==> config.mk <==
export PLATFORM = sky130hd
export DESIGN_NAME = squarewave_hyst
export DESIGN_NICKNAME = d
export VERILOG_FILES = /design/src/rtl/squarewave_hyst.sv
export SDC_FILE = /design/constraint.sdc
export NUM_CORES = 1
export LEC_CHECK = 0
export CORE_ASPECT_RATIO = 0.75
export CORE_MARGIN = 4
export CORE_UTILIZATION = 40
export CTS_BUF_LIST = sky130_fd_sc_hd__clkbuf_16
export CTS_CLUSTER_DIAMETER = 150
export DETAILED_ROUTE_END_ITERATION = 10
export HOLD_SLACK_MARGIN = 0.08
export MAX_ROUTING_LAYER = met4
export PLACE_DENSITY_LB_ADDON = 0.3
export SLEW_MARGIN = 40
export SYNTH_ARGS = -nofsm -noshare
export SYNTH_HDL_FRONTEND = slang
export SYNTH_SLANG_ARGS = --single-unit
==> constraint.sdc <==
create_clock -name clk -period 2.71 [get_ports clk]
set_input_delay 0.542 -clock clk [delete_from_list [all_inputs] [get_ports clk]]
set_output_delay 0.542 -clock clk [all_outputs]
set_load 0.02 [all_outputs]
==> src/rtl/squarewave_hyst.sv <==
// Hysteresis slicer: signed samples to a debounced square wave,
// with edge pulses and rising-edge period measurement.
module squarewave_hyst #(
  parameter int DATA_W = 14,
  parameter int CNT_W  = 8,
  parameter int PER_W  = 24
) (
  input  logic                     clk,
  input  logic                     rst_n,
  input  logic                     en,
  input  logic signed [DATA_W-1:0] sigin,
  input  logic signed [DATA_W-1:0] th_hi,
  input  logic signed [DATA_W-1:0] th_lo,
  input  logic        [CNT_W-1:0]  deb_cyc,
  output logic                     sigout,
  output logic                     rise_pulse,
  output logic                     fall_pulse,
  output logic        [PER_W-1:0]  period,
  output logic                     period_vld,
  output logic                     period_ovf
);

  typedef enum logic [1:0] {
    LOW,
    PEND_HI,
    HIGH,
    PEND_LO
  } state_t;

  state_t                    state;
  logic signed [DATA_W-1:0]  x;
  logic        [CNT_W-1:0]   cnt;
  logic        [PER_W-1:0]   pcnt;
  logic                      armed;
  logic                      above;
  logic                      below;
  logic                      go_hi;
  logic                      go_lo;

  // Input sample register, runs regardless of enable
  always_ff @(posedge clk or negedge rst_n) begin
    if (!rst_n) x <= '0;
    else        x <= sigin;
  end

  // Above wins when an inverted band makes both true
  assign above = (x > th_hi);
  assign below = !above && (x < th_lo);

  // Switch decisions, shared by the FSM and the period counter
  always_comb begin
    go_hi = 1'b0;
    go_lo = 1'b0;
    if (en) begin
      go_hi = above && ((state == LOW && deb_cyc == '0) ||
                        (state == PEND_HI && cnt >= deb_cyc));
      go_lo = below && ((state == HIGH && deb_cyc == '0) ||
                        (state == PEND_LO && cnt >= deb_cyc));
    end
  end

  // Slicer FSM with registered square wave and edge pulses
  always_ff @(posedge clk or negedge rst_n) begin
    if (!rst_n) begin
      state      <= LOW;
      cnt        <= '0;
      sigout     <= 1'b0;
      rise_pulse <= 1'b0;
      fall_pulse <= 1'b0;
    end else begin
      rise_pulse <= go_hi;
      fall_pulse <= go_lo;
      if (go_hi) begin
        state  <= HIGH;
        sigout <= 1'b1;
        cnt    <= '0;
      end else if (go_lo) begin
        state  <= LOW;
        sigout <= 1'b0;
        cnt    <= '0;
      end else if (!en) begin
        cnt <= '0;
        if (state == PEND_HI) state <= LOW;
        if (state == PEND_LO) state <= HIGH;
      end else begin
        unique case (state)
          LOW: begin
            if (above) begin
              state <= PEND_HI;
              cnt   <= CNT_W'(1);
            end
          end
          PEND_HI: begin
            if (!above) begin
              state <= LOW;
              cnt   <= '0;
            end else if (cnt != '1) begin
              cnt <= cnt + 1'b1;
            end
          end
          HIGH: begin
            if (below) begin
              state <= PEND_LO;
              cnt   <= CNT_W'(1);
            end
          end
          PEND_LO: begin
            if (!below) begin
              state <= HIGH;
              cnt   <= '0;
            end else if (cnt != '1) begin
              cnt <= cnt + 1'b1;
            end
          end
        endcase
      end
    end
  end

  // Rise-to-rise period counter; count restarts at 1 on each rise
  always_ff @(posedge clk or negedge rst_n) begin
    if (!rst_n) begin
      pcnt       <= '0;
      armed      <= 1'b0;
      period     <= '0;
      period_vld <= 1'b0;
      period_ovf <= 1'b0;
    end else if (!en) begin
      pcnt       <= '0;
      armed      <= 1'b0;
      period_vld <= 1'b0;
    end else begin
      period_vld <= 1'b0;
      if (go_hi) begin
        pcnt  <= PER_W'(1);
        armed <= 1'b1;
        if (armed) begin
          period     <= pcnt;
          period_vld <= 1'b1;
          period_ovf <= &pcnt;
        end
      end else if (!(&pcnt)) begin
        pcnt <= pcnt + 1'b1;
      end
    end
  end

endmodule

==> metrics list, run 1 <==
* Routability cong.: 0.886
- Count of antenna diodes in the layout: 0
- Net switching power figure: 0.000683 W
* Horizontal extent of the die: 126 µm
- Post-synthesis cell count: about 400
- Standard cell area after detailed placement: 0.00535 mm²
- Startpoint of the worst register-to-register path: x[13]
* Number of different library cells in the post-synthesis netlist: between 50 and 60
- Post-layout instance area: approximately 0.0063 mm²
- In this run the tool buffered the top-level ports with between 80 and 90 buffer cells.
* Hold Vio Cnt, Final: 0
* Area Growth Syn to Fin: 49.7%
* Fraction of the mapped netlist area in simple logic gates: 0.148
- The share of synthesized area in the top cell type comes to 0.466.
- Slew of the pin with the lowest slew margin: 636 ps
* Area of the core: ~0.01 mm²
* Worst slack at placement: -654 ps
* Classification of the worst setup path: register to register
- Post-layout instance count excluding filler cells: 670
- Placement Rows: 32
- Ports: 82
- Of the total synthesized cell area, the portion taken by XOR and XNOR cells is 0.0293.
- Period utilization: 1.03
- In the routed layout, each cell is associated on average with a via count of between 5 and 6.
- Comb power frac: 0.131
* Internal Pwr Total: roughly 0.0022 W
- DRT Pass-1 Iters: 4
* Sum Neg Setup Slack: -1960 ps
- The number of antenna violations at the first check in global routing was 0.
- The first global-routing pass estimated around 17,000 µm of wire.
* Kind of launch point of the worst setup path: register
- Maximum fanout along the worst path: 4
* Worst endpoint data arrival time: approximately 3000 ps
- Measured against the total synthesized area, the mux share comes to 0.0902.
- Fraction of final layout cells sized beyond drive strength 1: 0.277
- Of the total power, the share spent switching nets is 0.238.
* Final setup vio count: 27
- Area occupied by multi-input gates: ~0.0024 mm²
* CTS tree: yes
- Entering global routing, the biggest net connects 50 pins.
* Overall track demand over capacity in global routing: 0.172
- Summed over all layers, the global routing overflow is 0.
- Across all setup checks in the final design, the least slack found is -94.4 ps.
- The number of placed instances, taps included, is approximately 630.
* Detailed-route wire length per cell: around 16 µm
* Post-DRT Antenna Nets: 0
* Register area share after synthesis: 0.466
* Worst Skew: roughly 6.0 ps
* Hold buffer count at cts: 0
- Via count: approximately 3.4k
- Path type of the worst min-delay path: input pin to asynchronous set/reset pin
- FMAX: roughly 360 MHz
- Slew Limit Headroom: 0.576
* Clock Latency Late Sink: approximately 340 ps
* Root Driver: sky130_fd_sc_hd__clkbuf_16
* Highest ir drop seen on vdd: about 0.35 mV
- Number of sinks driven by the clock tree: 78
- TritonCTS created 9 clock buffers.
- The die covers roughly 0.012 mm².
- Footprint of the flip-flops and latches: approximately 0.0020 mm²
- After synthesis, the cell types taking the most area are sky130_fd_sc_hd__dfrtp_1 47%, sky130_fd_sc_hd__ha_1 11%, sky130_fd_sc_hd__mux2_4 6.5%.
- Final core occ: 0.612
- The run finished, with violations left.
- Synth Area in Compound Gates: 0.101
- Nets@finish: a little over 600
- Dominant combinational cell family by area after synthesis: simple AND/OR/NAND/NOR gates
- HPWL after detailed placement: around 7000 µm
- Fillers: 805
- Mapped Nets: about 490
- Of the total power, the clock network draws 0.448.
* Worst-case clock buffer depth: 2
- Unrepaired setup endpoints after global routing: true
- Register clock-pin slew on the reported worst setup and hold paths: around 60 ps
- The final reports fail on setup timing.
- Fin crit period: 2800 ps
* Data required time of the worst path: 2940 ps
- The analysis attributes to cell leakage a power of 3.06 nW.
- Worst setup path start: x[13]
- Average size of a mapped cell: between 10 and 15 µm²
* Flip-flop and latch count after synthesis: 78
* Post-Syn Area: about 0.0042 mm²
* H-tree levels: 3
- Post-synthesis adder-cell area fraction: 0.111
* Height of the die: between 90 and 100 µm
- The tool flagged a number of max-cap violations equal to 0.
* Critical path capture point type: register
- Post-detailed-route DRC marker count: 0
* Detailed router's first-iteration violation count: 207
* Sum of routed wire length over all layers: 10,500 µm
- Worst-case register-to-register setup slack: -90 ps
* Synthesis warning total: 0
- Vias in the first global route: about 3.4k
- Library cell occupying the most area in the post-synthesis netlist: sky130_fd_sc_hd__dfrtp_1
- Reg power frac: 0.421
* Total power divided by cell area: 457 mW/mm²
- For this configuration, the core starts out at a cell density of 0.409.
* Final max-slew violation count: 0
[cells in the final DEF (no fill, tap or decap), types with 6 or more instances in the layout]
cell type / synthesis / routed
sky130_fd_sc_hd__nor2_1: 33 / 32
sky130_fd_sc_hd__mux2_4: 18 / 18
sky130_fd_sc_hd__nand3_1: 16 / 16
sky130_fd_sc_hd__dlymetal6s2s_1: 0 / 10
sky130_fd_sc_hd__inv_1: 47 / 29
sky130_fd_sc_hd__ha_4: 0 / 18
sky130_fd_sc_hd__xor2_1: 9 / 9
sky130_fd_sc_hd__nand4_1: 10 / 10
sky130_fd_sc_hd__clkbuf_16: 0 / 9
sky130_fd_sc_hd__a21o_1: 6 / 6
sky130_fd_sc_hd__clkdlybuf4s50_1: 0 / 50
sky130_fd_sc_hd__inv_2: 0 / 19
sky130_fd_sc_hd__ha_1: 37 / 18
sky130_fd_sc_hd__buf_6: 2 / 6
sky130_fd_sc_hd__or3_1: 6 / 6
sky130_fd_sc_hd__buf_4: 1 / 32
sky130_fd_sc_hd__mux2_2: 6 / 6
sky130_fd_sc_hd__dfrtp_1: 78 / 77
sky130_fd_sc_hd__dlygate4sd2_1: 0 / 18
sky130_fd_sc_hd__o21ai_0: 12 / 8
sky130_fd_sc_hd__nand2_1: 25 / 24
sky130_fd_sc_hd__a21oi_1: 17 / 14
[worst max-delay path, stage by stage (launching register included)]
cell and delay, ps:
sky130_fd_sc_hd__dfrtp_1 430, sky130_fd_sc_hd__ha_4 300, sky130_fd_sc_hd__nand4_1 150, sky130_fd_sc_hd__nor2_1 180, sky130_fd_sc_hd__o31ai_1 100, sky130_fd_sc_hd__a221o_1 400, sky130_fd_sc_hd__buf_6 150, sky130_fd_sc_hd__o211a_4 140
sky130_fd_sc_hd__buf_6 130, sky130_fd_sc_hd__o211ai_1 220, sky130_fd_sc_hd__buf_4 160, sky130_fd_sc_hd__o21bai_1 70, sky130_fd_sc_hd__a211o_1 250
[routing by layer]
layer	wire, µm	GRT usage	up-vias
li1	-	-	1665
met1	4830	0.229	1666
met2	4930	0.255	89
met3	598	0.0552	15
met4	146	0.0470	0
met5	0	-	-
[layout make-up]
type                       count  area share
tap                          136      0.0271
timing repair buffer         124       0.198
inverter                      48      0.0295
multi-input combinational    268       0.384
clock inverter                 7      0.0142
sequential                    78       0.311
clock buffer                   9      0.0359
[metrics by stage]
stage                     hold WS (ps)  total power, W
after floorplan                    246         0.00134
after global placement             493         0.00150
after detailed placement           494         0.00151
after CTS                          255         0.00283
after global routing               273         0.00300
final                              231         0.00287
[synthesized netlist by cell type (all sizes together)]
cell type	count
a2111oi	1
a211o	1
a21boi	3
a21o	6
a21oi	17
a221o	1
a221oi	1
a31oi	6
and2	1
and3	4
and4	2
buf	6
clkbuf	1
clkinv	1
dfrtp	78
ha	37
inv	47
mux2	24
mux2i	4
nand2	26
nand2b	6
nand3	16
nand3b	1
nand4	10
nor2	33
nor2b	2
nor3	6
nor3b	1
nor4	5
nor4b	1
o2111a	1
o2111ai	1
o211a	1
o211ai	1
o21a	2
o21ai	13
o21bai	3
o22a	4
o22ai	1
o31ai	1
or2	1
or3	7
or4b	1
xnor2	5
xor2	9
[cell families (layout without fill, tap and decap cells)]
group	Yosys count	in the layout
buffers and inverters	55	188
AOI/OAI and AO/OA	64	65
adders and majority gates	37	37
muxes	28	28
xor gates and xnor gates	14	14
DFF	78	78
and+or+nand+nor	123	124
[registers in the layout (all words and copies together), names as in the netlist, 2 cells and up]
| name | cells |
|---|---|
| cnt | 8 |
| pcnt | 24 |
| period | 24 |
| state | 2 |
| x | 14 |
[power groups by stage]
stage          Sequential [W]  Clock (W)  Combinational, W
2_1_floorplan         0.00122          0          0.000122
3_3_place_gp          0.00122          0          0.000274
3_5_place_dp          0.00122          0          0.000283
4_1_cts               0.00121    0.00131          0.000317
5_1_grt               0.00121    0.00137          0.000415
6_report              0.00121    0.00129          0.000375
[worst paths after layout]
kind / depth (start not counted) / end
min in group clk: 1 / period[16]
max in group asynchronous: 2 / x[12]
hold reg to reg: 1 / period[16]
hold / removal: 1 / period[17]
setup reg to reg: 12 / cnt[0]
setup / recovery: 12 / cnt[0]
[timing repair]
item / 4_1_cts / 5_1_grt
gates cloned: 3 / 1
pin swaps: 35 / 26
setup buffers: 6 / 11
endpoints found under the hold margin: 0 / 0
setup endpoints to repair: 57 / 37
resized for setup: 61 / 49
Note: power is estimated with default switching activity, not from simulation.
==> inputs of run 2 (changes only) <==
--- a/config.mk
+++ b/config.mk
@@ -5,8 +5,9 @@
 export SDC_FILE = /design/constraint.sdc
 export NUM_CORES = 1
 export LEC_CHECK = 0
+export CAP_MARGIN = 25
 export CORE_ASPECT_RATIO = 0.75
-export CORE_MARGIN = 4
+export CORE_MARGIN = 10
 export CORE_UTILIZATION = 40
 export CTS_BUF_LIST = sky130_fd_sc_hd__clkbuf_16
 export CTS_CLUSTER_DIAMETER = 150
@@ -14,6 +15,7 @@
 export HOLD_SLACK_MARGIN = 0.08
 export MAX_ROUTING_LAYER = met4
 export PLACE_DENSITY_LB_ADDON = 0.3
+export SETUP_SLACK_MARGIN = 0.5
 export SLEW_MARGIN = 40
 export SYNTH_ARGS = -nofsm -noshare
 export SYNTH_HDL_FRONTEND = slang
==> run 2 against run 1 <==
Compared with the run above: the run now ends clean; sequential share of layout area shrank 0.89 points; sequential power about the same; global-route usage down 0.98 points; total power up 5.8%; flip-flop and latch count stayed put; register-to-register slack better by 180 ps; clock skew up 1.2 ps; combinational power rose by 8.8%; maximum frequency rose by 7.0%.
==> metrics list, run 2 (synthesized netlist as in run 1, its figures left out) <==
* Worst-case clock buffer depth: 2 (unchanged)
* Met2 track utilization from global routing: 0.267 (was 0.255)
- Fraction of final layout cells sized beyond drive strength 1: 0.346 (was 0.277)
- The worst hold path class is input pin to asynchronous set/reset pin (unchanged).
- Slew Limit Headroom: 0.576 (about the same)
- Largest stage delay on the critical path: 340 ps (was 430 ps)
- The area of the core was 0.0102 mm² (unchanged).
* Leakage power: 2.99 nW (was 3.06 nW)
- Total power draw: 0.00304 W (was 0.00287 W)
* Outcome: complete, no violations (was complete, but fails checks)
* Final core occ: 0.632 (was 0.612)
* Slew of the pin with the lowest slew margin: 631 ps (was 636 ps)
- The combined area of the multi-input logic cells was 0.00260 mm² (was 0.00241 mm²).
* Sum of buffers and inverters on the critical path: 4 (was 3)
- Count of antenna diodes in the layout: 0 (unchanged)
* H-tree levels: 3 (unchanged)
* Power share of the clock group: 0.467 (was 0.448)
- The highest ir drop seen on vdd came to 0.299 mV (was 0.347 mV).
* Classification of the worst setup path: input pin to register (was register to register)
* Number of buffers created by CTS: 9 (unchanged)
- Worst Skew: 7.23 ps (was 5.99 ps)
- The signed area change from the synthesized netlist to the final layout was 54.8% (was 49.7%).
- The most common cell after layout, fill and taps aside was sky130_fd_sc_hd__dfrtp_1 (unchanged).
* Detailed-route wire length per cell: 17.5 µm (was 15.7 µm)
* Detailed router's first-iteration violation count: 118 (was 207)
- Nets@finish: 620 (was 619)
- The total internal power came to 0.00231 W (was 0.00219 W).
- Standard cell area after detailed placement: 0.00552 mm² (was 0.00535 mm²)
- Total power divided by cell area: 468 mW/mm² (was 457 mW/mm²)
* Vias in the first global route: 3,592 (was 3,366)
- Commonest cells after routing, fill and taps aside: 71 x sky130_fd_sc_hd__dfrtp_1, 46 x sky130_fd_sc_hd__clkdlybuf4s50_1, 32 x sky130_fd_sc_hd__nor2_1 (was 77 x sky130_fd_sc_hd__dfrtp_1, 50 x sky130_fd_sc_hd__clkdlybuf4s50_1, 32 x sky130_fd_sc_hd__nor2_1, 32 x sky130_fd_sc_hd__buf_4, 29 x sky130_fd_sc_hd__inv_1).
* Wire length of the first global-routing pass: 19,400 µm (was 16,500 µm)
* Clock Latency Late Sink: 330 ps (was 340 ps)
- Post-layout instance area: 0.00648 mm² (was 0.00627 mm²)
- Max cap viols: 0 (unchanged)
* Biggest regs: pcnt: 24 flops, period: 24 flops, x: 14 flops (unchanged)
- The overflow left after global routing is 0 (unchanged).
- The logic gate share of total power was 0.134 (was 0.131).
- The I/O pin count is 82 (unchanged).
* Number of antenna violations at the first check in global routing: 0 (unchanged)
* FMAX: 382 MHz (was 357 MHz)
- The width of the die came to 138 µm (was 126 µm).
- The final cycle utilization of the critical path came to 0.967 (was 1.03).
- The via count came to 3,483 (was 3,435).
- The critical path required time came to 2930 ps (was 2940 ps).
* Met3 global-route usage: 0.0304 (was 0.0552)
- Unrepaired setup endpoints after global routing: true (unchanged).
- The die area is 0.0150 mm² (was 0.0122 mm²).
* Port Buffer Count: 81 (unchanged)
* Vias per std cell: 5.19 (was 5.13)
- Kind of cell adding the most delay to the critical path: compound AO/OA/AOI/OAI gates (unchanged)
- Register clock-pin slew on the reported worst setup and hold paths: 60 ps (about the same)
- Maximum number of pins on one net before global-route repair: 43 (was 50)
* Post-detailed-route DRC marker count: 0 (unchanged)
* Fin crit period: 2620 ps (was 2800 ps)
- The count of final max-slew check failures is 0 (unchanged).
- Initial Util: 0.409 (unchanged)
- The cell with the largest stage delay on the worst path is sky130_fd_sc_hd__a221o_1 (was sky130_fd_sc_hd__dfrtp_1).
- Critical path capture point type: register (unchanged)
- The total of fill cells in the finished design came to 789 (was 805).
* Sum of routed wire length over all layers: 11,800 µm (was 10,500 µm)
- The clock tree from TritonCTS is yes (unchanged).
- Grt met1 use: 0.203 (was 0.229)
- The maximum fanout count along the critical path was 6 (was 4).
- The global-route total usage across every layer is 0.162 (was 0.172).
- The final number of hold-violating endpoints is 0 (unchanged).
- The placed wire-length estimate after detailed placement came to 7480 µm (was 6820 µm).
* DRT Pass-1 Iters: 5 (was 4)
* Post-DRT Antenna Nets: 0 (unchanged)
- The CTS sink count came to 78 (unchanged).
* Switching part of the total power: 0.238 (about the same)
- Kind of launch point of the worst setup path: input pin (was register)
* Net switching power figure: 0.000722 W (was 0.000683 W)
* Placement Rows: 32 (unchanged)
* Busiest layer in global routing: met2 (unchanged)
- WHS: 187 ps (was 231 ps)
* Routability cong.: 0.847 (was 0.886)
* Root Driver: sky130_fd_sc_hd__clkbuf_16 (unchanged)
- The overall die height is 109 µm (was 96.6 µm).
- Final setup vio count: 0 (was 27)
- The footprint of the flip-flops and latches was 0.00196 mm² (was 0.00195 mm²).
* Reg power frac: 0.398 (was 0.421)
- Critical Path, Cell by Cell: clkdlybuf4s15_2 -> inv_4 -> ha_4 -> nand4_1 -> nor2_1 -> o31ai_2 -> a221o_1 -> buf_6 -> o211a_4 -> o211ai_1 -> inv_1 -> and3_4 -> a211o_1 (was ha_4 -> nand4_1 -> nor2_1 -> o31ai_1 -> a221o_1 -> buf_6 -> o211a_4 -> buf_6 -> o211ai_1 -> buf_4 -> o21bai_1 -> a211o_1)
* Sum Neg Setup Slack: 0 ps (was -1960 ps)
* Worst endpoint data arrival time: 2840 ps (was 3030 ps)
[run 2: cell types whose count changed in the layout (fill, tap and decap cells not counted), moves of 4 or more]
cell,delta
sky130_fd_sc_hd__dlymetal6s2s_1,-10
sky130_fd_sc_hd__ha_1,-8
sky130_fd_sc_hd__ha_4,+7
sky130_fd_sc_hd__inv_1,-7
sky130_fd_sc_hd__clkdlybuf4s15_1,+6
sky130_fd_sc_hd__dfrtp_1,-6
sky130_fd_sc_hd__dfrtp_2,+6
sky130_fd_sc_hd__buf_6,+4
sky130_fd_sc_hd__clkdlybuf4s50_1,-4
sky130_fd_sc_hd__dlygate4sd2_1,+4
sky130_fd_sc_hd__inv_4,+4
[run 2: cell type report]
cell class / count / area share
multi-input combinational: 270 / 0.401
inverter: 48 / 0.0336
tap: 136 / 0.0263
timing repair buffer: 123 / 0.182
clock buffer: 9 / 0.0347
sequential: 78 / 0.303
clock inverter: 7 / 0.0197
[run 2: layer usage]
layer | part of all wire | up-vias
li1 | - | 1666
met1 | 0.46 | 1723
met2 | 0.49 | 83
met3 | 0.037 | 11
met4 | 0.012 | 0
met5 | 0 | -
[run 2: worst paths after layout]
| kind | start | end | slack [ps] | depth (start not counted) |
|---|---|---|---|---|
| max in group asynchronous | rst_n | x[2] | 1830 | 2 |
| hold / removal | rst_n | pcnt[18] | 190 | 1 |
| min in group clk | period[11] | period[11] | 510 | 1 |
| setup / recovery | th_hi[9] | cnt[0] | 90 | 13 |
| hold reg to reg | period[11] | period[11] | 510 | 1 |
| setup reg to reg | x[8] | cnt[0] | 90 | 11 |
[run 2: power groups by stage]
stage | combinational (W) | clock, W | sequential (W)
CTS | 0.000373 | 0.00144 | 0.00121
finish | 0.000408 | 0.00142 | 0.00121
detailed placement | 0.000309 | 0 | 0.00123
floorplan | 0.000148 | 0 | 0.00122
global placement | 0.000297 | 0 | 0.00123
global route | 0.000454 | 0.00149 | 0.00121
[run 2: worst register-to-register path, delay by kind of cell (launching register included)]
kind | cells | cell delay (ps)
AO/OA/AOI/OAI | 5 | 1070
AND/OR/NAND/NOR | 3 | 470
flip-flops | 1 | 420
adder cells (fa/ha/maj) | 1 | 280
buffers and inverters | 2 | 260
[run 2: stage by stage]
step / cells / setup slack [ps]
final: 671 / 89.3
after global routing: 671 / -31.3
after CTS: 663 / 135
after detailed placement: 625 / -699
after global placement: 625 / -618
after floorplan: 399 / 227
[run 2: what timing repair did]
action | CTS | global route
hold buffers | 0 | 0
pin swaps | 46 | 20
setup endpoints to repair | 64 | 63
gates cloned | 5 | 0
resized for setup | 113 | 19
buffers inserted | 17 | 8
endpoints found under the hold margin | 0 | 0
==> inputs of run 3 (changes only) <==
--- a/config.mk
+++ b/config.mk
@@ -5,6 +5,7 @@
 export SDC_FILE = /design/constraint.sdc
 export NUM_CORES = 1
 export LEC_CHECK = 0
+export ABC_AREA = 0
 export CAP_MARGIN = 25
 export CORE_ASPECT_RATIO = 0.75
 export CORE_MARGIN = 10
@@ -12,6 +13,7 @@
 export CTS_BUF_LIST = sky130_fd_sc_hd__clkbuf_16
 export CTS_CLUSTER_DIAMETER = 150
 export DETAILED_ROUTE_END_ITERATION = 10
+export GPL_TIMING_DRIVEN = 1
 export HOLD_SLACK_MARGIN = 0.08
 export MAX_ROUTING_LAYER = met4
 export PLACE_DENSITY_LB_ADDON = 0.3
==> constraint.sdc (replaced) <==
create_clock -name clk -period 2.95 [get_ports clk]
set_input_delay 0.59 -clock clk [delete_from_list [all_inputs] [get_ports clk]]
set_output_delay 0.59 -clock clk [all_outputs]
set_load 0.02 [all_outputs]
==> run 3 against run 2 <==
Compared with the run above: critical path depth is 3 lower; non-clock buffer count grew 3; total power fell by 12%; hold slack better by 98 ps; via count down 1.5%; flip-flop and latch count did not move; sequential power fell by 8%; critical path type is now register to register; highest routed layer unchanged.
==> metrics list, run 3 (synthesized netlist as in run 1, its figures left out) <==
- The final number of hold-violating endpoints is 0 (unchanged).
- The non-filler instance count after layout is 673 (was 671).
* Startpoint of the worst register-to-register path: x[12] (was x[8])
* Placement Rows: 32 (unchanged)
- The average detailed-routed wire length per instance is 16.9 µm (was 17.5 µm).
* Number of buffers created by CTS: 9 (unchanged)
- Via count: 3,431 (was 3,483)
- Worst Setup Slack, final: 315 ps (was 89.3 ps)
- H-tree levels: 3 (unchanged)
- The placed wire-length estimate after detailed placement was 7270 µm (was 7480 µm).
- Cells after DPL: 624 (was 625)
- Maximum number of pins on one net before global-route repair: 79 (was 43)
- Leakage power: 2.99 nW (about the same)
- Root Driver: sky130_fd_sc_hd__clkbuf_16 (unchanged)
- Vias in the first global route: 3,661 (was 3,592)
- The count of hold-fix buffers inserted at cts was 0 (unchanged).
- The final antenna-violating net count was 0 (unchanged).
* Reg power frac: 0.417 (was 0.398)
- The total internal power is 0.00203 W (was 0.00231 W).
* Biggest regs: pcnt: 24 flops, period: 24 flops, x: 14 flops (unchanged)
* Comb power frac: 0.136 (was 0.134)
* Sum of buffers and inverters on the critical path: 2 (was 4)
- Net switching power figure: 0.000639 W (was 0.000722 W)
- Worst endpoint data arrival time: 2860 ps (was 2840 ps)
* Met2 track utilization from global routing: 0.249 (was 0.267)
- Data required time of the worst path: 3170 ps (was 2930 ps)
- Initial Util: 0.409 (unchanged)
* Worst setup path start: x[12] (was th_hi[9])
- Derived from the worst setup path, the maximum achievable clock frequency is approximately 380 MHz.
- Port Buffer Count: 81 (unchanged)
* Outcome: complete, no violations (unchanged)
- Area occupied by multi-input gates: 0.00253 mm² (was 0.00260 mm²)
* Classification of the worst setup path: register to register (was input pin to register)
- Routability cong.: 0.845 (was 0.847)
- Power share of the clock group: 0.447 (was 0.467)
* Most common cell after layout, fill and taps aside: sky130_fd_sc_hd__dfrtp_1 (unchanged)
- DRT Pass-1 Iters: 6 (was 5)
- The overall die height was 109 µm (unchanged).
* Total power draw: 0.00267 W (was 0.00304 W)
- The setup violation total in the final timing report was 0 (unchanged).
- Worst slack at placement: -446 ps (was -699 ps)
- The global-route total usage across every layer came to 0.156 (was 0.162).
- The fraction of layout cells with a size suffix above 1 is 0.346 (about the same).
- The number of DRC markers after the initial detailed-route iteration came to 156 (was 118).
- Met3 global-route usage: 0.0443 (was 0.0304)
* Critical Path, Cell by Cell: ha_4 -> nand4_1 -> nor2_1 -> o31ai_1 -> a221o_1 -> or3_4 -> clkinv_8 -> nand2_8 -> buf_12 -> mux2_4 (was clkdlybuf4s15_2 -> inv_4 -> ha_4 -> nand4_1 -> nor2_1 -> o31ai_2 -> a221o_1 -> buf_6 -> o211a_4 -> o211ai_1 -> inv_1 -> and3_4 -> a211o_1)
* Kind of launch point of the worst setup path: register (was input pin)
* Highest ir drop seen on vdd: 0.286 mV (was 0.299 mV)
- The number of nets at the end of the flow came to 622 (was 620).
* Register clock-pin slew on the reported worst setup and hold paths: 60 ps (about the same)
* Worst setup path endpoint: period[22] (was cnt[0])
- The worst hold margin was 285 ps (was 187 ps).
- Sum of routed wire length over all layers: 11,300 µm (was 11,800 µm)
- Wire length of the first global-routing pass: 18,700 µm (was 19,400 µm)
- The family of cells with the greatest summed delay on the critical path is simple AND/OR/NAND/NOR gates (was compound AO/OA/AOI/OAI gates).
* Fin crit period: between 2000 and 3000 ps
* Commonest cells after routing, fill and taps aside: 71 x sky130_fd_sc_hd__dfrtp_1, 46 x sky130_fd_sc_hd__clkdlybuf4s50_1, 32 x sky130_fd_sc_hd__buf_4 (was 71 x sky130_fd_sc_hd__dfrtp_1, 46 x sky130_fd_sc_hd__clkdlybuf4s50_1, 32 x sky130_fd_sc_hd__nor2_1)
- Post-detailed-route DRC marker count: 0 (unchanged)
- The setup total negative slack came to 0 ps (unchanged).
- Number of sinks driven by the clock tree: 78 (unchanged)
* CTS tree: yes (unchanged)
- Unrepaired setup endpoints after global routing: true (unchanged).
- Worst-case register-to-register setup slack: 320 ps (was 90 ps)
- Largest stage delay on the critical path: 430 ps (was 340 ps)
- Fillers: 770 (was 789)
- Count of antenna diodes in the layout: 0 (unchanged)
- Critical path capture point type: register (unchanged)
- Clock Latency Late Sink: 340 ps (was 330 ps)
- The met1 demand-to-capacity share in global routing is 0.192 (was 0.203).
* Total power divided by cell area: 419 mW/mm² (was 468 mW/mm²)
- The switching power as a share of total power is 0.239 (was 0.238).
* Slew Limit Headroom: 0.529 (was 0.576)
- Max stage delay cell, worst path: sky130_fd_sc_hd__dfrtp_2 (was sky130_fd_sc_hd__a221o_1)
- The via density per instance is 5.10 (was 5.19).
* Ports: 82 (unchanged)
- Final max-slew violation count: 0 (unchanged)
* Total congestion overflow after global routing: 0 (unchanged)
- The signed area change from the synthesized netlist to the final layout came to 52.1% (was 54.8%).
* Area enclosed by the die boundary: 0.0150 mm² (unchanged)
- The footprint of the flip-flops and latches came to 0.00196 mm² (unchanged).
* Length in cells of the worst reg-to-reg path: 10 (was 11)
- Destination of the worst register-to-register timing path: period[22] (was cnt[0])
* Path type of the worst min-delay path: input pin to asynchronous set/reset pin (unchanged)
- The path length in cells of the critical path came to 10 (was 13).
* Number of antenna violations at the first check in global routing: 0 (unchanged)
* Worst Skew: 10.7 ps (was 7.23 ps)
* Worst-case clock buffer depth: 2 (unchanged)
* Max cap viols: 0 (unchanged)
* Slew of the pin with the lowest slew margin: 707 ps (was 631 ps)
- Period utilization: 0.893
- The width of the die was 138 µm (unchanged).
- Maximum fanout along the worst path: 4 (was 6)
- The area of the core is 0.0102 mm² (unchanged).
- Busiest layer in global routing: met2 (unchanged)
## run 3: what timing repair did
| action | CTS | global route |
|---|---|---|
| gates cloned | 4 | 0 |
| gates resized for setup | 131 | 9 |
| setup buffers | 23 | 6 |
| endpoints found under the setup margin | 63 | 61 |
| pin swaps | 55 | 11 |
## run 3: layer usage
metal | vias to the layer above | wire length (µm)
met5 | - | 0
met4 | 0 | 140
met3 | 13 | 532
met2 | 69 | 5350
met1 | 1683 | 5320
li1 | 1666 | -
## run 3: how the worst min path moves through the flow
stage                     slack [ps]    endpoint  startpoint
after global routing             340  period[14]       rst_n
after floorplan                  290       armed       rst_n
after CTS                        320       x[10]       rst_n
after detailed placement         490  period[12]  period[12]
final                            280  period_vld       rst_n
after global placement           490   period[2]   period[2]
## run 3: power by group through the flow
| stage | clock [W] | combinational, W | sequential, W |
|---|---|---|---|
| 2_1_floorplan | 0 | 0.000130 | 0.00112 |
| 3_3_place_gp | 0 | 0.000270 | 0.00113 |
| 3_5_place_dp | 0 | 0.000278 | 0.00113 |
| 4_1_cts | 0.00122 | 0.000338 | 0.00111 |
| 5_1_grt | 0.00127 | 0.000400 | 0.00111 |
| 6_report | 0.00119 | 0.000363 | 0.00111 |
## run 3: through the flow
stage	cell area, µm²	utilization
floorplan	4420	-
global placement	5470	0.533
detailed placement	5470	0.534
CTS	6290	0.614
global route	6370	0.622
finish	6370	0.622
## run 3: area by class of cell
type                            instances  area share
Clock inverter                          7      0.0151
Tap cell                              136      0.0267
Clock buffer                            9      0.0353
Timing Repair Buffer                  126       0.184
Multi-Input combinational cell        269       0.397
Inverter                               48      0.0334
Sequential cell                        78       0.308
